File: src/rtl/pipelined_fixed_adder.sv
// pipelined_fixed_adder
//   Pipelined two's-complement add/subtract unit. Operands are split into
//   STAGES segments of SEG = WIDTH/STAGES bits. Stage k adds segment k with
//   the carry registered by stage k-1. Completed low segments, the remaining
//   operand segments and the sub bit travel down the pipe with each entry.
//   valid/ready handshakes on both sides. Each stage loads when it is empty
//   or its contents move on, so bubbles collapse.
//
// Parameters
//   WIDTH  : operand/result width, must be divisible by STAGES
//   STAGES : number of pipeline segments (1 = single registered adder)
//
// Ports
//   clk        rising-edge clock
//   reset      asynchronous, active-high reset
//   in_valid   operand pair present           in_ready  operands accepted this cycle
//   sub        0: a+b, 1: a-b                  addend1/addend2  operands a/b
//   out_valid  result present                 out_ready downstream accepts result
//   sum        result (mod 2^WIDTH)           carry_out MSB carry (sub: 1 = no borrow)
//   overflow   signed overflow
//   saturated  overflow && out_valid (only with PIPELINED_FIXED_ADDER_SATURATE_EN)
//
// Build option
//   PIPELINED_FIXED_ADDER_SATURATE_EN: clamp sum to the most-positive or
//   most-negative value on signed overflow, and add the saturated port.
//   When it is undefined, sum wraps modulo 2^WIDTH.

module pipelined_fixed_adder #(
  parameter int WIDTH  = 32,
  parameter int STAGES = 4
) (
  input  logic             clk,
  input  logic             reset,
  input  logic             in_valid,
  output logic             in_ready,
  input  logic             sub,
  input  logic [WIDTH-1:0] addend1,
  input  logic [WIDTH-1:0] addend2,
  output logic             out_valid,
  input  logic             out_ready,
  output logic [WIDTH-1:0] sum,
  output logic             carry_out,
  output logic             overflow
`ifdef PIPELINED_FIXED_ADDER_SATURATE_EN
  ,
  output logic             saturated
`endif
);

  localparam int SEG  = WIDTH / STAGES;
  localparam int LAST = STAGES - 1;

  // Stage registers (index k = register written by stage k).
  logic [STAGES-1:0]            v_q, v_d;
  logic [STAGES-1:0]            sub_q, sub_d;
  logic [STAGES-1:0]            c_q, c_d;
  logic [STAGES-1:0][WIDTH-1:0] a_q, a_d;
  logic [STAGES-1:0][WIDTH-1:0] b_q, b_d;
  logic [STAGES-1:0][WIDTH-1:0] r_q, r_d;
  logic                         ovf_q, ovf_d;

  // Inputs seen by each stage: the ports for stage 0, otherwise the previous register.
  logic [STAGES-1:0]            stg_v, stg_sub, stg_cin;
  logic [STAGES-1:0][WIDTH-1:0] stg_a, stg_b, stg_r;
  logic [STAGES-1:0][SEG-1:0]   b_seg, seg_s;
  logic [STAGES-1:0]            seg_c;
  logic [STAGES-1:0]            load;

  logic [WIDTH-1:0] final_raw;
  logic [WIDTH-1:0] final_sum;
  logic             final_ovf;
  logic             a_msb;
  logic             b_msb;

  genvar gi;
  generate
    for (gi = 0; gi < STAGES; gi++) begin : g_stage
      if (gi == 0) begin : g_first
        assign stg_v[gi]   = in_valid;
        assign stg_sub[gi] = sub;
        assign stg_a[gi]   = addend1;
        assign stg_b[gi]   = addend2;
        assign stg_r[gi]   = '0;
        // Sub mode: carry-in of 1 completes the two's-complement of b.
        assign stg_cin[gi] = sub;
      end else begin : g_next
        assign stg_v[gi]   = v_q[gi-1];
        assign stg_sub[gi] = sub_q[gi-1];
        assign stg_a[gi]   = a_q[gi-1];
        assign stg_b[gi]   = b_q[gi-1];
        assign stg_r[gi]   = r_q[gi-1];
        assign stg_cin[gi] = c_q[gi-1];
      end

      // Only this stage's segment of b needs inverting.
      assign b_seg[gi] = stg_sub[gi] ? ~stg_b[gi][gi*SEG +: SEG] : stg_b[gi][gi*SEG +: SEG];

      assign {seg_c[gi], seg_s[gi]} = {1'b0, stg_a[gi][gi*SEG +: SEG]}
                                    + {1'b0, b_seg[gi]}
                                    + {{SEG{1'b0}}, stg_cin[gi]};

      // A stage can load if the output is being drained or any register from
      // here to the output is empty: the whole tail then shifts into the hole.
      assign load[gi] = out_ready || !(&v_q[LAST:gi]);
    end
  endgenerate

  // Final-stage result and flags.
  always_comb begin
    final_raw = stg_r[LAST];
    final_raw[LAST*SEG +: SEG] = seg_s[LAST];
  end

  assign a_msb     = stg_a[LAST][WIDTH-1];
  assign b_msb     = b_seg[LAST][SEG-1];
  assign final_ovf = (a_msb == b_msb) && (final_raw[WIDTH-1] != a_msb);

`ifdef PIPELINED_FIXED_ADDER_SATURATE_EN
  // On overflow, the sign of a tells which rail was crossed.
  always_comb begin
    final_sum = final_raw;
    if (final_ovf) begin
      final_sum = a_msb ? {1'b1, {(WIDTH-1){1'b0}}} : {1'b0, {(WIDTH-1){1'b1}}};
    end
  end
`else
  assign final_sum = final_raw;
`endif

  // Next state. Data only changes when a valid entry loads, so a bubble
  // never disturbs the held result.
  always_comb begin
    v_d   = v_q;
    sub_d = sub_q;
    c_d   = c_q;
    a_d   = a_q;
    b_d   = b_q;
    r_d   = r_q;
    ovf_d = ovf_q;
    for (int k = 0; k < STAGES; k++) begin
      if (load[k]) begin
        v_d[k] = stg_v[k];
      end
      if (load[k] && stg_v[k]) begin
        sub_d[k] = stg_sub[k];
        a_d[k]   = stg_a[k];
        b_d[k]   = stg_b[k];
        c_d[k]   = seg_c[k];
        r_d[k]   = stg_r[k];
        r_d[k][k*SEG +: SEG] = seg_s[k];
      end
    end
    if (load[LAST] && stg_v[LAST]) begin
      r_d[LAST] = final_sum;
      ovf_d     = final_ovf;
    end
  end

  always_ff @(posedge clk or posedge reset) begin
    if (reset) begin
      v_q   <= '0;
      sub_q <= '0;
      c_q   <= '0;
      a_q   <= '0;
      b_q   <= '0;
      r_q   <= '0;
      ovf_q <= 1'b0;
    end else begin
      v_q   <= v_d;
      sub_q <= sub_d;
      c_q   <= c_d;
      a_q   <= a_d;
      b_q   <= b_d;
      r_q   <= r_d;
      ovf_q <= ovf_d;
    end
  end

  // The last stage's operand copies have no consumer and are trimmed.
  logic unused_last_stage;
  assign unused_last_stage = ^{a_q[LAST], b_q[LAST], sub_q[LAST]};

  assign in_ready  = load[0] && !reset;
  assign out_valid = v_q[LAST];
  assign sum       = r_q[LAST];
  assign carry_out = c_q[LAST];
  assign overflow  = ovf_q;
`ifdef PIPELINED_FIXED_ADDER_SATURATE_EN
  assign saturated = ovf_q && v_q[LAST];
`endif

endmodule

File: config.mk
export PLATFORM = sky130hd
export DESIGN_NAME = pipelined_fixed_adder
export DESIGN_NICKNAME = d
export VERILOG_FILES = /design/src/rtl/pipelined_fixed_adder.sv
export SDC_FILE = /design/constraint.sdc
export NUM_CORES = 1
export LEC_CHECK = 0
export CORE_MARGIN = 2
export CORE_UTILIZATION = 58
export CTS_BUF_LIST = sky130_fd_sc_hd__clkbuf_2 sky130_fd_sc_hd__clkbuf_4 sky130_fd_sc_hd__clkbuf_8
export CTS_CLUSTER_SIZE = 16
export DETAILED_ROUTE_END_ITERATION = 16
export HOLD_SLACK_MARGIN = 0.03
export PLACE_DENSITY_LB_ADDON = 0.12
export SLEW_MARGIN = 25
export SYNTH_ARGS = -nofsm -noshare
export SYNTH_HDL_FRONTEND = slang
export SYNTH_SLANG_ARGS = --single-unit
File: constraint.sdc
create_clock -name clk -period 8.95 [get_ports clk]
set_input_delay 1.79 -clock clk [delete_from_list [all_inputs] [get_ports clk]]
set_output_delay 1.79 -clock clk [all_outputs]
set_load 0.03 [all_outputs]
## Word-level counts from Yosys, hierarchy flattened

Cells that the tools add are included.

| storage, ports and cells | value |
|---|---|
| flip-flop bits (word level) | 284 |
| memory bits (writable) | 0 |
| input bits | 69 |
| memories | 0 |
| latch bits | 0 |
| word-level logic and storage cells | 58 |
| memory bits (read-only) | 0 |

| cells by class | value |
|---|---|
| add/sub/neg operators | 8 |
| shifts and indexed selects | 0 |
| $mul | 0 |
| multiplexer cells | 4 |
| divide/modulo/power cells | 0 |
| bitwise gates (word level) | 4 |
| equality and inequality tests | 2 |
| reductions and logical operators | 18 |
| order comparisons | 0 |

Operators by type and width:

| kind | count |
|---|---|
| $add A8 B8 Y9 | 4 |
| $add A9 B1 Y9 | 4 |
| $mux W8 | 4 |
| $not A8 Y8 | 4 |
| $logic_and A1 B1 Y1 | 6 |
| $logic_not A1 Y1 | 5 |
| $logic_or A1 B1 Y1 | 4 |
| $reduce_and A4 Y1 | 1 |
| $reduce_and A3 Y1 | 1 |
| $reduce_and A2 Y1 | 1 |
| $eq A1 B1 Y1 | 1 |
| $ne A1 B1 Y1 | 1 |

## Longest topological paths before layout

Gate-level depths: netlist of the first run.

| logic depth | value |
|---|---|
| depth in word-level cells | 6 |
| gate-level depth with buffers | 10 |

## Worst setup path after synthesis of the first run

Ideal clock, no wire load.

| timing | value |
|---|---|
| path type | in2out |
| start | input port out_ready |
| end | output port in_ready |
| required time | 7,160 ps |
| cell stages on the path | 3 |
| path slack | 4,744 ps |
| buffers on the path | 0 |
| arrival time | 2,416 ps |
| path through | nand4b_2 > nor2_1 > nor2_1 |

| on the way | value |
|---|---|
| cells in the longest elaborated chain, start to end | 2 |

Ends and longest elaborated chain:

| what | RTL line | text |
|---|---|---|
| start: declaration | 40 | `input logic out_ready,` |
| $logic_or A1 B1 Y1 | 104 | `assign load[gi] = out_ready \|\| !(&v_q[LAST:gi]);` |
| $logic_and A1 B1 Y1 | 183 | `assign in_ready = load[0] && !reset;` |
| end: declaration | 35 | `output logic in_ready,` |

Every way passes these cells.

## Worst setup path in the final report of the first run

Ends and elaborated chain as after synthesis.

==> results_dict.tcl, run 1 <==
set metrics [dict create \
    status "finished, final reports clean" \
    gp_congestion 0.789 \
    synth_edf_count 0 \
    setup_violations 0 \
    vias 5870 \
    track_usage_pct 21.9 \
    drive_gt1_share_pct 14.6 \
    drc_errors 0 \
    via_per_inst 5.37 \
    syn_to_final_growth_pct 15.7 \
    postCtsSetupRepairBufs 0 \
    synthCells 832 \
    clock_skew_ps 14.2 \
    final_max_slew_viol_count 0 \
    grt_max_degree 107 \
    arrival_ps 3460 \
    worstHoldPathType "flop to flop" \
    post_dp_cell_area_mm2 0.00985 \
    p_comb_share_pct 38.8 \
    syn-num-nets 936 \
    internal_power_mw 2.07 \
    nets 997 \
    synth_top_cells_by_area "dfrtp_1 53%, mux2_2 10%, nand2_1 9.6%, ha_1 3.9%, xor2_1 3.3%" \
    tightest_slew_ps 946 \
    clock_power_share_pct 20.7 \
    netlist_area_mm2 0.00894 \
    wl_met3_um 517 \
    rsz0062_at_grt "false" \
    final_area_mm2 0.0103 \
    synth_warnings 0 \
    multi_input_area_mm2 0.00374 \
    net-switching-power_mw 1.13 \
    io_buffers 104 \
    worstPathCellList "clkdlybuf4s50_1 > nand4b_2 > nor2_1 > nor2_1 > clkdlybuf4s50_1" \
    antenna_found_initial 0 \
    highest_layer "met4" \
    dieArea_mm2 0.0164 \
    antenna_left 0 \
    synth.distinct_cells 55 \
    synth_seq_cells 188 \
    power_leakage_nw 4.83 \
    rows 45 \
    core-area_mm2 0.0151 \
    cts_buffers 17 \
    cts_tree "yes" \
    async_flop_share_pct 100 \
    post-route-util_pct 68.3 \
    clockBufferDepth 2 \
    die_h_um 128 \
    hold_viol 0 \
    die_x_um 128 \
    htreeDepth 4 \
    diodes 0 \
    power.density_mw_per_mm2 309 \
    synth_ff_type "dfrtp_1" \
    initial_core_util_pct 59.0 \
    p_sw_share_pct 35.3 \
    wl_met2_mm 8.09 \
    max-cap-violations 0 \
    path_max_fanout 5 \
    drt_iter0_drc 411 \
    fmax_mhz 191 \
    wl_met1_mm 7.77 \
    p_seq_share_pct 40.4 \
    wl_per_cell_um 15.2 \
    grt_pass1_wl_mm 28.2 \
    post_cts_resized 0 \
    fillers 1133 \
    seq_area_mm2 0.00470 \
    yosys.area.top_type "dfrtp_1" \
    syn_avg_cell_area_um2 10.7 \
    cts_root_buf "clkbuf_8" \
    wl_mm 16.6 \
    ir_drop_v 0.000130 \
    hpwl_mm 11.6 \
    clkTransAtPathRegs_ps 90 \
    worst_skew_pair.late_latency_ps 460 \
    worstSetupPathType "input pin to output pin" \
    cpMaxStageDelayCell "clkdlybuf4s50_1" \
    slew_headroom_pct 36.7 \
    cp.required_ps 7160 \
    pin_count 105 \
    layout_min_cycle_time_ps 5250 \
    synth_top_area_share_pct 52.6 \
    grt_overflow 0 \
    hold_buffers 0 \
    start_kind "input pin" \
    finalSetupTns_ps 0 \
    grt_pass1_vias 5880 \
    seq_area_frac_synth_pct 52.6 \
    worst_setup_path_end_kind "output pin" \
    slowest_delay_ps 590 \
    first_pass_iters 4 \
    cts_sinks 188 \
    period_share_pct 58.6 \
]
-- power by group through the flow --
stage                     logic [mW]  clock network (mW)  registers [mW]
after CTS                       1.25               0.680            1.30
after global placement          1.20                   0            1.30
after detailed placement        1.25                   0            1.31
final                           1.24               0.664            1.29
after floorplan                 1.02                   0            1.25
after global routing            1.38               0.714            1.33
-- synthesized netlist by cell type (3+ instances only) --
cell type,count
inv_1,23
o211ai_1,3
nand3b_1,3
nand3_1,5
nor3_1,12
o21a_1,8
o31ai_1,9
mux2_2,82
a21oi_1,9
or3_1,3
and2_1,3
nor2_1,16
nand2b_1,7
and3_1,3
buf_4,37
or4_1,3
o21ai_0,25
xor2_1,34
dfrtp_1,188
nand2_1,229
clkbuf_1,14
xnor2_1,8
buf_2,15
fa_1,7
nor2b_1,5
ha_1,28
nor3b_1,9
a21o_1,3
a211oi_1,7
or2_2,3
-- layout by cell type (no fill, tap or decap), drive strengths merged, types with 8 or more instances in the layout --
cell,n
nand2,229
dfrtp,188
clkdlybuf4s50,104
mux2,83
xor2,34
ha,28
o21ai,28
inv,23
clkbuf,20
nor2,16
nor3,12
a21oi,9
o31ai,9
nor3b,9
xnor2,8
o21a,8
-- layer usage --
layer | GRT usage, % | vias up
li1 | - | 2867
met1 | 29.8 | 2857
met2 | 35.5 | 123
met3 | 4.05 | 23
met4 | 7.89 | 0
met5 | 0 | -
-- area by class of cell --
class | instances | share of cell area [%]
clock buffers | 20 | 2.60
repair buffers | 109 | 10.5
clock inverters | 11 | 2.08
inverters | 23 | 0.908
multi-input cells | 554 | 36.2
well taps | 188 | 2.27
flip-flops and latches | 188 | 45.5
-- kinds of logic after synthesis --
group	after synthesis	synth area share (%)
flip-flops	188	52.6
adder cells (fa/ha/maj)	35	5.49
multiplexers	84	10.6
AND/OR/NAND/NOR	308	15.0
AO/OA/AOI/OAI	85	6.55
XOR/XNOR	42	4.12
buffers and inverters	90	5.63
-- sequential cells by signal, summed over array words and instances, names as in the netlist --
register and count:
c_q 4, overflow 1, v_q 4, final_raw 24, b_q 48, sum 32
a_msb 1, r_q 24, sub_q 3, a_q 47
-- stage by stage --
stage / instances / power, mW / setup slack (ps) / hold slack, ps
CTS: 1093 / 3.23 / 3670 / 472
finish: 1093 / 3.20 / 3700 / 471
detailed placement: 1062 / 2.56 / 3690 / 448
global route: 1093 / 3.43 / 3620 / 499
global placement: 1062 / 2.50 / 3720 / 444
floorplan: 832 / 2.27 / 2050 / 433
-- path summary, 6_finish.rpt --
kind	from	endpoint	slack, ps	cells after the start
setup / recovery	out_ready	in_ready	3700	5
hold / removal	final_raw[0]	sum[0]	470	2
setup reg to reg	sub_q[0]	c_q[1]	6180	8
hold reg to reg	final_raw[0]	sum[0]	470	2
max in group asynchronous	reset	sum[27]	5890	3
min in group asynchronous	reset	b_q[14]	1880	2
-- critical path, delay by kind of cell --
family,cells,cell delay (ps)
buf+inv,2,1020
simple gates,3,640
(Power assumes the default switching activity.)
==> run 2, diff against run 1 <==
clock period = 5.2 ns   (was 8.95 ns; I/O delays follow)
==> run 2 against run 1 <==
Net effect:
- clock skew shrank 3.5 ps
- setup slack lost 2200 ps
- hold slack got worse by 3.6 ps
- via count up 0.70%
- first-iteration DRC count down 15%
- sequential power rose by 73%
- count of clock-buffer cells in the layout rose by 6
- total power up 74%
- non-clock buffer count grew 2
- final cell count grew 0.27%
- register-to-register slack lost 3800 ps
- critical endpoint unchanged
==> results_dict.tcl, run 2 (synthesized netlist as in run 1, its figures left out) <==
set metrics [dict create \
    vias 5911 \
    clock_power_share_pct 21.1 \
    hold_viol 0 \
    hold_buffers 0 \
    grt_max_degree 189 \
    grt_overflow 0 \
    diodes 0 \
    cts_root_buf "clkbuf_8" \
    drt_iter0_drc 350 \
    worstHoldPathType "flop to flop" \
    path_max_fanout 5 \
    internal_power_mw 3.62 \
    slew_headroom_pct 44.4 \
    p_seq_share_pct 40.0 \
    initial_core_util_pct 59.0 \
    whs_ps 468 \
    p_comb_share_pct 38.9 \
    period_share_pct 70.7 \
    clock_skew_ps 10.7 \
    worst_setup_path_end_kind "output pin" \
    wl_per_cell_um 15.6 \
    syn_to_final_growth_pct 16.7 \
    p_sw_share_pct 35.1 \
    largest_reg_flops 48 \
    rows 45 \
    max-cap-violations 0 \
    worst_skew_pair.late_latency_ps 450 \
    finalSetupTns_ps 0 \
    final_cells 1096 \
    power.density_mw_per_mm2 535 \
    final_cell_mix "227 x nand2_1, 188 x dfrtp_1, 104 x clkdlybuf4s50_1, 82 x mux2_2, 34 x xor2_1" \
    die_h_um 128 \
    net-switching-power_mw 1.96 \
    post_dp_cell_area_mm2 0.00987 \
    dp.cells 1062 \
    track_usage_pct 21.9 \
    cp.required_ps 4160 \
    status "finished, final reports clean" \
    hpwl_mm 11.7 \
    gp_congestion 0.830 \
    clkTransAtPathRegs_ps 90 \
    final_max_slew_viol_count 0 \
    regMostFlops "b_q" \
    dieArea_mm2 0.0164 \
    io_buffers 104 \
    antenna_left 0 \
    post_cts_resized 0 \
    power_leakage_nw 4.87 \
    setup_violations 0 \
    cts_buffers 17 \
    final_area_mm2 0.0104 \
    cts_sinks 188 \
    rsz0062_at_grt "false" \
    postCtsSetupRepairBufs 0 \
    grt_pass1_vias 5918 \
    worstSetupPathType "input pin to output pin" \
    first_pass_iters 6 \
    wl_mm 17.1 \
    tightest_slew_ps 831 \
    core-area_mm2 0.0151 \
    fmax_mhz 272 \
    via_per_inst 5.39 \
    clockBufferDepth 2 \
    ir_drop_v 0.000221 \
    drive_gt1_share_pct 14.9 \
    die_x_um 128 \
    layout_min_cycle_time_ps 3680 \
    grt_pass1_wl_mm 28.4 \
    pin_count 105 \
    htreeDepth 4 \
    mostFrequentLayoutCell "nand2_1" \
    nets 999 \
    antenna_found_initial 0 \
    start_kind "input pin" \
    cts_tree "yes" \
    arrival_ps 2640 \
    drc_errors 0 \
]
run 2: cell types whose count changed in the layout (fill, tap and decap cells not counted), moves of 2 or more:
cell,before,now
buf_12,0,2
buf_16,0,2
clkbuf_4,1,6
clkinv_2,2,0
clkinv_4,2,0
run 2: power by group through the flow:
stage	logic (mW)	registers (mW)	clock network (mW)
2_1_floorplan	1.75	2.15	0
3_3_place_gp	2.08	2.23	0
3_5_place_dp	2.16	2.26	0
4_1_cts	2.17	2.24	1.20
5_1_grt	2.41	2.29	1.25
6_report	2.17	2.23	1.17
run 2: final timing paths:
kind | start | end | slack, ps | depth (start not counted)
max in group asynchronous | reset | b_q[23] | 3250 | 4
hold / removal | b_q[23] | b_q[55] | 470 | 2
setup / recovery | out_ready | in_ready | 1520 | 5
hold reg to reg | b_q[23] | b_q[55] | 470 | 2
min in group asynchronous | reset | b_q[21] | 1020 | 3
setup reg to reg | sub_q[0] | c_q[1] | 2410 | 8
run 2: final cells by class:
type                       instances  area (µm²)
sequential                       188        4700
tap                              188         235
multi-input combinational        554        3740
inverter                          23        90.1
clock inverter                     6         180
timing repair buffer             111        1160
clock buffer                      26         320
fill                            1153        4720
run 2: critical path, cell delays in order:
cell	delay [ps]
clkdlybuf4s50_1	440
nand4b_2	330
nor2_1	180
nor2_1	60
clkdlybuf4s50_1	590
run 2: layer usage:
layer / track usage (%) / part of all wire [%] / up-vias
met4: 6.59 / 1.2 / 0
met2: 35.9 / 49 / 122
met5: 0 / 0 / -
met3: 4.01 / 3.4 / 18
met1: 30.1 / 47 / 2905
li1: - / - / 2866
run 2: per-stage QoR:
stage,util (%),setup slack [ps],power [mW]
3_3_place_gp,65.1,1620,4.31
2_1_floorplan,-,1740,3.91
4_1_cts,68.5,1520,5.61
6_report,68.9,1520,5.58
5_1_grt,68.9,1430,5.95
3_5_place_dp,65.2,1530,4.42
